--- src/rtl/bpsk_pkg.sv ---
// ============================================================================
// Module      : bpsk_pkg
// Description : Shared BPSK link constants, rx state encoding and word type.
// Revision    : 1.0 - initial release
// ============================================================================
`default_nettype none

package bpsk_pkg;

  localparam logic [63:0] MAGIC_PATTERN   = 64'hB5A6FFFF9BE37C39;
  localparam int          WORD_CNT        = 16;
  localparam int          WORD_BITS       = 32;
  localparam int          FRAME_DATA_BITS = WORD_CNT * WORD_BITS;

  typedef enum logic [1:0] {
    HUNT = 2'd0,
    DATA = 2'd1,
    CSUM = 2'd2,
    HOLD = 2'd3
  } rx_state_t;

  typedef logic [WORD_BITS-1:0] frame_word_t;

endpackage

`default_nettype wire

--- src/rtl/bpsk_sync_detect.sv ---
// ============================================================================
// Module      : bpsk_sync_detect
// Description : Sliding sync-word window with true/inverted comparators.
//               Inverted match only with BPSK_RX_POLARITY_AUTO_EN defined.
// Revision    : 1.0 - initial release
// ============================================================================
`default_nettype none

module bpsk_sync_detect
  import bpsk_pkg::*;
(
  input  logic Clk,
  input  logic Reset_n,
  input  logic Shift,
  input  logic BitIn,
  input  logic Clear,
  output logic SyncHit,
  output logic SyncInv
);

  // Only 63 history bits are stored; the current bit completes the window.
  logic [62:0] r_syncSr;
  logic [63:0] w_window;

  assign w_window = {r_syncSr, BitIn};

  always_ff @(posedge Clk or negedge Reset_n) begin
    if (!Reset_n) begin
      r_syncSr <= '0;
    end else if (Clear) begin
      r_syncSr <= '0;
    end else if (Shift) begin
      r_syncSr <= w_window[62:0];
    end
  end

  assign SyncHit = Shift && (w_window == MAGIC_PATTERN);

`ifdef BPSK_RX_POLARITY_AUTO_EN
  assign SyncInv = Shift && !SyncHit && (w_window == ~MAGIC_PATTERN);
`else
  assign SyncInv = 1'b0;
`endif

endmodule

`default_nettype wire

--- src/rtl/bpsk_frame_rx.sv ---
// ============================================================================
// Module      : bpsk_frame_rx
// Description : BPSK receive deframer: sync hunt, 16-word capture, XOR
//               checksum, interrupt/ack handshake. Optional auto-polarity
//               recovery under BPSK_RX_POLARITY_AUTO_EN.
// Revision    : 1.0 - initial release
// ============================================================================
`default_nettype none

module bpsk_frame_rx
  import bpsk_pkg::*;
(
  input  logic        Clk,
  input  logic        Reset_n,
  input  logic        BitIn,
  input  logic        BitStb,
  input  logic        CarrierLock,
  input  logic        Ack,
  output frame_word_t Data [0:WORD_CNT-1],
  output logic        Int,
  output logic        ChkErr,
  output logic        Inverted,
  output logic [7:0]  Aborts
);

  localparam logic [8:0] c_lastDataBit = 9'(FRAME_DATA_BITS - 1);

  rx_state_t   r_state;
  logic [8:0]  r_bitCnt;
  frame_word_t r_wordSr;
  frame_word_t r_runXor;

  logic        w_pol;
  logic        w_bit;
  frame_word_t w_word;
  logic        w_syncHit;
  logic        w_syncInv;
  logic        w_shift;
  logic        w_enterData;
  logic        w_abort;
  logic        w_holdAck;
  logic        w_frameDone;

  assign w_shift     = (r_state == HUNT) && BitStb;
  assign w_enterData = w_syncHit || w_syncInv;
  assign w_abort     = ((r_state == DATA) || (r_state == CSUM)) && !CarrierLock;
  assign w_holdAck   = (r_state == HOLD) && Ack;
  assign w_frameDone = (r_state == CSUM) && CarrierLock && BitStb && (r_bitCnt[4:0] == 5'd31);
  assign w_bit       = BitIn ^ w_pol;
  assign w_word      = {r_wordSr[WORD_BITS-2:0], w_bit};

  bpsk_sync_detect u_syncDetect (
    .Clk     (Clk),
    .Reset_n (Reset_n),
    .Shift   (w_shift),
    .BitIn   (BitIn),
    .Clear   (w_abort || w_holdAck),
    .SyncHit (w_syncHit),
    .SyncInv (w_syncInv)
  );

`ifdef BPSK_RX_POLARITY_AUTO_EN
  logic r_pol;

  always_ff @(posedge Clk or negedge Reset_n) begin
    if (!Reset_n) begin
      r_pol    <= 1'b0;
      Inverted <= 1'b0;
    end else begin
      if (w_enterData) r_pol <= !w_syncHit;
      if (w_frameDone) Inverted <= r_pol;
    end
  end

  assign w_pol = r_pol;
`else
  assign w_pol    = 1'b0;
  assign Inverted = 1'b0;
`endif

  always_ff @(posedge Clk or negedge Reset_n) begin
    if (!Reset_n) begin
      r_state  <= HUNT;
      r_bitCnt <= '0;
      r_wordSr <= '0;
      r_runXor <= '0;
      for (int i = 0; i < WORD_CNT; i++) Data[i] <= '0;
      Int      <= 1'b0;
      ChkErr   <= 1'b0;
      Aborts   <= '0;
    end else begin
      case (r_state)
        HUNT: begin
          if (w_enterData) begin
            r_state  <= DATA;
            r_bitCnt <= '0;
            r_runXor <= '0;
          end
        end
        DATA: begin
          if (w_abort) begin
            r_state <= HUNT;
            if (Aborts != 8'hFF) Aborts <= Aborts + 8'd1;
          end else if (BitStb) begin
            r_wordSr <= w_word;
            if (r_bitCnt[4:0] == 5'd31) begin
              Data[r_bitCnt[8:5]] <= w_word;
              r_runXor            <= r_runXor ^ w_word;
            end
            if (r_bitCnt == c_lastDataBit) begin
              r_state  <= CSUM;
              r_bitCnt <= '0;
            end else begin
              r_bitCnt <= r_bitCnt + 9'd1;
            end
          end
        end
        CSUM: begin
          if (w_abort) begin
            r_state <= HUNT;
            if (Aborts != 8'hFF) Aborts <= Aborts + 8'd1;
          end else if (w_frameDone) begin
            r_wordSr <= w_word;
            ChkErr   <= (w_word != r_runXor);
            Int      <= 1'b1;
            r_state  <= HOLD;
            r_bitCnt <= '0;
          end else if (BitStb) begin
            r_wordSr <= w_word;
            r_bitCnt <= r_bitCnt + 9'd1;
          end
        end
        HOLD: begin
          // Strobes here are dropped; only the host ack moves us on.
          if (Ack) begin
            Int     <= 1'b0;
            r_state <= HUNT;
          end
        end
        default: r_state <= HUNT;
      endcase
    end
  end

endmodule

`default_nettype wire

--- config.mk ---
export PLATFORM = sky130hd
export DESIGN_NAME = bpsk_frame_rx
export DESIGN_NICKNAME = d
export VERILOG_FILES = /design/src/rtl/bpsk_pkg.sv /design/src/rtl/bpsk_sync_detect.sv /design/src/rtl/bpsk_frame_rx.sv
export SDC_FILE = /design/constraint.sdc
export NUM_CORES = 1
export LEC_CHECK = 0
export BUFFER_PORTS_ARGS = -buffer_cell sky130_fd_sc_hd__buf_2
export CELL_PAD_IN_SITES_DETAIL_PLACEMENT = 0
export CELL_PAD_IN_SITES_GLOBAL_PLACEMENT = 1
export CORE_MARGIN = 5
export CORE_UTILIZATION = 48
export DETAILED_ROUTE_END_ITERATION = 10
export GPL_ROUTABILITY_DRIVEN = 0
export PLACE_DENSITY = 0.82
export SLEW_MARGIN = 10
export SYNTH_ARGS = -nofsm -noshare
export SYNTH_HDL_FRONTEND = slang
export SYNTH_SLANG_ARGS = --single-unit
--- constraint.sdc ---
create_clock -name Clk -period 4.74 [get_ports Clk]
set_input_delay 0.711 -clock Clk [delete_from_list [all_inputs] [get_ports Clk]]
set_output_delay 0.711 -clock Clk [all_outputs]
set_load 0.05 [all_outputs]
==> flow_metrics.py <==
metrics = {
    "floorplan": {
        "dieArea_um2": 60900,
        "die_h_um": 247,
        "fp.coreArea_um2": 55300,
        "num_rows": 86,
        "io_pins": 529,
        "start_util_pct": 48.7,
        "fp.dieW_um": 247,
    },
    "setup_path": {
        "required_ps": 5220,
        "worstSetupPathType": "reg -> reg",
        "crit_chain": "inv_1 -> ha_1 -> buf_4 -> nand4_2 -> or2_1 -> nor2_4 -> mux2_2",
        "slowest_delay_ps": 970,
        "critPathMaxFanout": 41,
        "critPathLaunchType": "flop",
        "arrival_ps": 3770,
        "slowest_stage": "nor2_4",
        "crit_path_end_kind": "flop",
    },
    "placement": {
        "hpwl_um": 49600,
        "place.port_buffers": 527,
        "place_worst_setup_slack_ps": 1460,
    },
    "clocking": {
        "cts.sinks": 659,
        "cts_buffers": 69,
        "clkLatencyLatePin_ps": 610,
        "clock_path_buffers": 3,
        "htree_levels": 3,
        "post_cts_buffers": 0,
        "ctsRootBufferMaster": "clkbuf_16",
        "post_cts_resized": 0,
        "holdBufCountCts": 0,
        "cts_tree": "yes",
        "clk_pin_slew_ps": 60,
    },
    "power_and_ir_drop": {
        "leakagePower_nw": 17.5,
        "p_per_area_nw_per_um2": 411,
        "ir_drop_mv": 0.265,
    },
    "timing": {
        "setup_viol_count_final": 0,
        "final_max_slew_viol_count": 0,
        "fmax_mhz": 304,
        "relSlewSlack_pct": 18.6,
        "tightest_slew_ps": 1220,
        "clock_skew_ps": 16.9,
        "final.min_clock_period_ps": 3290,
        "finalHoldViolations": 0,
        "rsz0062_at_grt": "no",
        "fin_tns_setup_ps": 0,
        "min_period_over_period_pct": 69.3,
        "setup_slack_ps": 1450,
    },
    "flow_run": {
        "maxCapViolCount": 0,
    },
    "final_layout": {
        "layout.nets": 2401,
        "syn2layout_area_growth_pct": 19.5,
        "layout-drive-gt1-share_pct": 50.8,
    },
    "yosys": {
        "synth_flop_cell": "dfrtp_1",
        "ys_async_sr_fraction_pct": 100,
        "yosysWarnings": 0,
        "ys_ff_latch": 659,
        "syn_avg_cell_area_um2": 14.2,
        "synth-edff-count": 0,
        "syn_inst": 1901,
        "ys_seq_area_share_pct": 61.3,
        "synth_area_um2": 26900,
        "ys_types": 70,
        "synth_nets": 1917,
    },
    "global_routing": {
        "grt_use_met1_pct": 31.2,
        "grt_antenna_before_repair": 3,
        "grt_pass1_vias": 18000,
        "grt_first_pass_wirelength_um": 114000,
        "track_usage_pct": 24.4,
        "grt_overflow": 0,
        "top_usage_layer": "met2",
        "grt_max_degree": 109,
        "use_met3_pct": 5.72,
        "met2_usage_pct": 40.6,
    },
    "detailed_routing": {
        "drcViolationCount": 0,
        "ant_nets": 0,
        "vias": 17400,
        "drtIter0Drc": 1085,
        "drtPass1Iterations": 5,
        "routedWlPerCell_um": 23.9,
        "via_per_inst": 5.47,
        "routed_wl_um": 75900,
    },
    "status": {
        "status": "finished, final reports clean",
    },
    "min_path": {
        "min_path_type": "in -> async",
    },
}
-- per-layer routing --
layer / vias up / share of wire [%]
li1: 7590 / -
met1: 9095 / 40
met2: 565 / 49
met3: 154 / 6.6
met4: 0 / 4.2
met5: - / 0
-- final cells by class --
cell class | instances | area, um2
Inverter | 8 | 30.0
Multi-Input combinational cell | 1076 | 9420
Tap cell | 748 | 936
Sequential cell | 659 | 16500
Clock buffer | 90 | 1960
Antenna cell | 3 | 7.51
Timing Repair Buffer | 571 | 3030
Fill cell | 4495 | 23100
Clock inverter | 27 | 312
-- flip-flops by register name, indices dropped and copies added (netlist names), named ones only --
register,flops
Data,512
u_syncDetect.r_syncSr,63
r_runXor,32
Aborts,8
Int,1
r_state,2
ChkErr,1
r_bitCnt,9
-- report_power, final --
part / switching, W / leakage (nW) / internal, W
sequential: 0.000345 / 9.18 / 0.00574
clock: 0.00226 / 1.12 / 0.00315
combinational: 0.00125 / 7.21 / 0.000473
total: 0.00385 / 17.5 / 0.00936
-- synth_stat cells, types with 3 or more instances --
library cell,n,area (um2)
buf_2,23,115
clkbuf_1,62,233
inv_1,7,26.3
nor2_1,44,165
a31oi_1,3,18.8
dlygate4sd3_1,29,290
dfrtp_1,659,16500
nand2_1,179,672
nand4_1,14,87.6
nand4b_1,5,43.8
nor2_2,6,37.5
buf_4,20,150
o21ai_0,10,50.1
dlygate4sd1_1,3,26.3
xnor2_1,34,298
nor3b_1,31,233
a221o_1,30,300
and3_1,8,50.1
ha_1,10,125
mux2_2,521,5870
mux2_1,28,315
a21oi_1,70,350
nand3_1,9,45.0
nand2b_1,5,31.3
nor4_4,3,63.8
buf_6,18,203
xor2_1,5,43.8
nor2b_1,5,31.3
o41ai_1,3,26.3
nor3_1,4,20.0
o211ai_1,3,22.5
o31ai_1,5,37.5
nand4bb_1,3,33.8
-- path summary, 6_finish.rpt --
check	from	endpoint	slack, ps	depth (start not counted)
min in group Clk	Ack	Int$_DFFE_PN0P_	420	4
max	r_state[1]$_DFFE_PN0P_	Data[136]$_DFFE_PN0P_	1450	7
min	Reset_n	Data[5]$_DFFE_PN0P_	160	1
min reg2reg	Data[27]$_DFFE_PN0P_	Data[27]$_DFFE_PN0P_	480	1
max reg2reg	r_state[1]$_DFFE_PN0P_	Data[136]$_DFFE_PN0P_	1450	7
max in group asynchronous	Reset_n	Data[218]$_DFFE_PN0P_	3310	2
-- critical path: cells and delay by family (launching register included) --
| family | cells | cell delay, ps |
|---|---|---|
| muxes | 1 | 430 |
| buffers and inverters | 2 | 530 |
| adders and majority gates | 1 | 150 |
| DFF | 1 | 430 |
| and+or+nand+nor | 3 | 1590 |
-- cells by family after synthesis --
family | Yosys count | share of synthesized area (%)
DFF | 659 | 61.3
muxes | 550 | 23.0
and+or+nand+nor | 337 | 6.42
buffers and inverters | 166 | 3.97
AOI/OAI and AO/OA | 139 | 3.60
xor gates and xnor gates | 39 | 1.27
adders and majority gates | 10 | 0.465
other | 1 | 0.0139
-- stage by stage --
stage          hold slack [ps]  cells  util, %  power (W)  instance area, um2
5_1_grt                    223   3181     58.2     0.0137               32200
6_report                   165   3182     58.2     0.0132               32200
4_1_cts                    175   3179     58.2     0.0133               32200
3_5_place_dp               471   3062     54.1    0.00791               29900
3_3_place_gp               465   3062     54.1    0.00787               29900
2_1_floorplan              415   1901        -    0.00725               26900
-- cells in the final DEF, fill, tap and decap left out, types with 13 or more instances in the layout --
cell type / n
nor3b_1: 31
mux2_1: 28
xnor2_1: 34
buf_4: 40
a221o_1: 30
clkbuf_16: 70
clkbuf_8: 13
a21oi_1: 70
dfrtp_1: 659
buf_2: 526
clkinv_2: 14
nand4_1: 14
nand2_1: 173
nor2_1: 44
mux2_2: 521
Power figures use the tool's default switching activity.
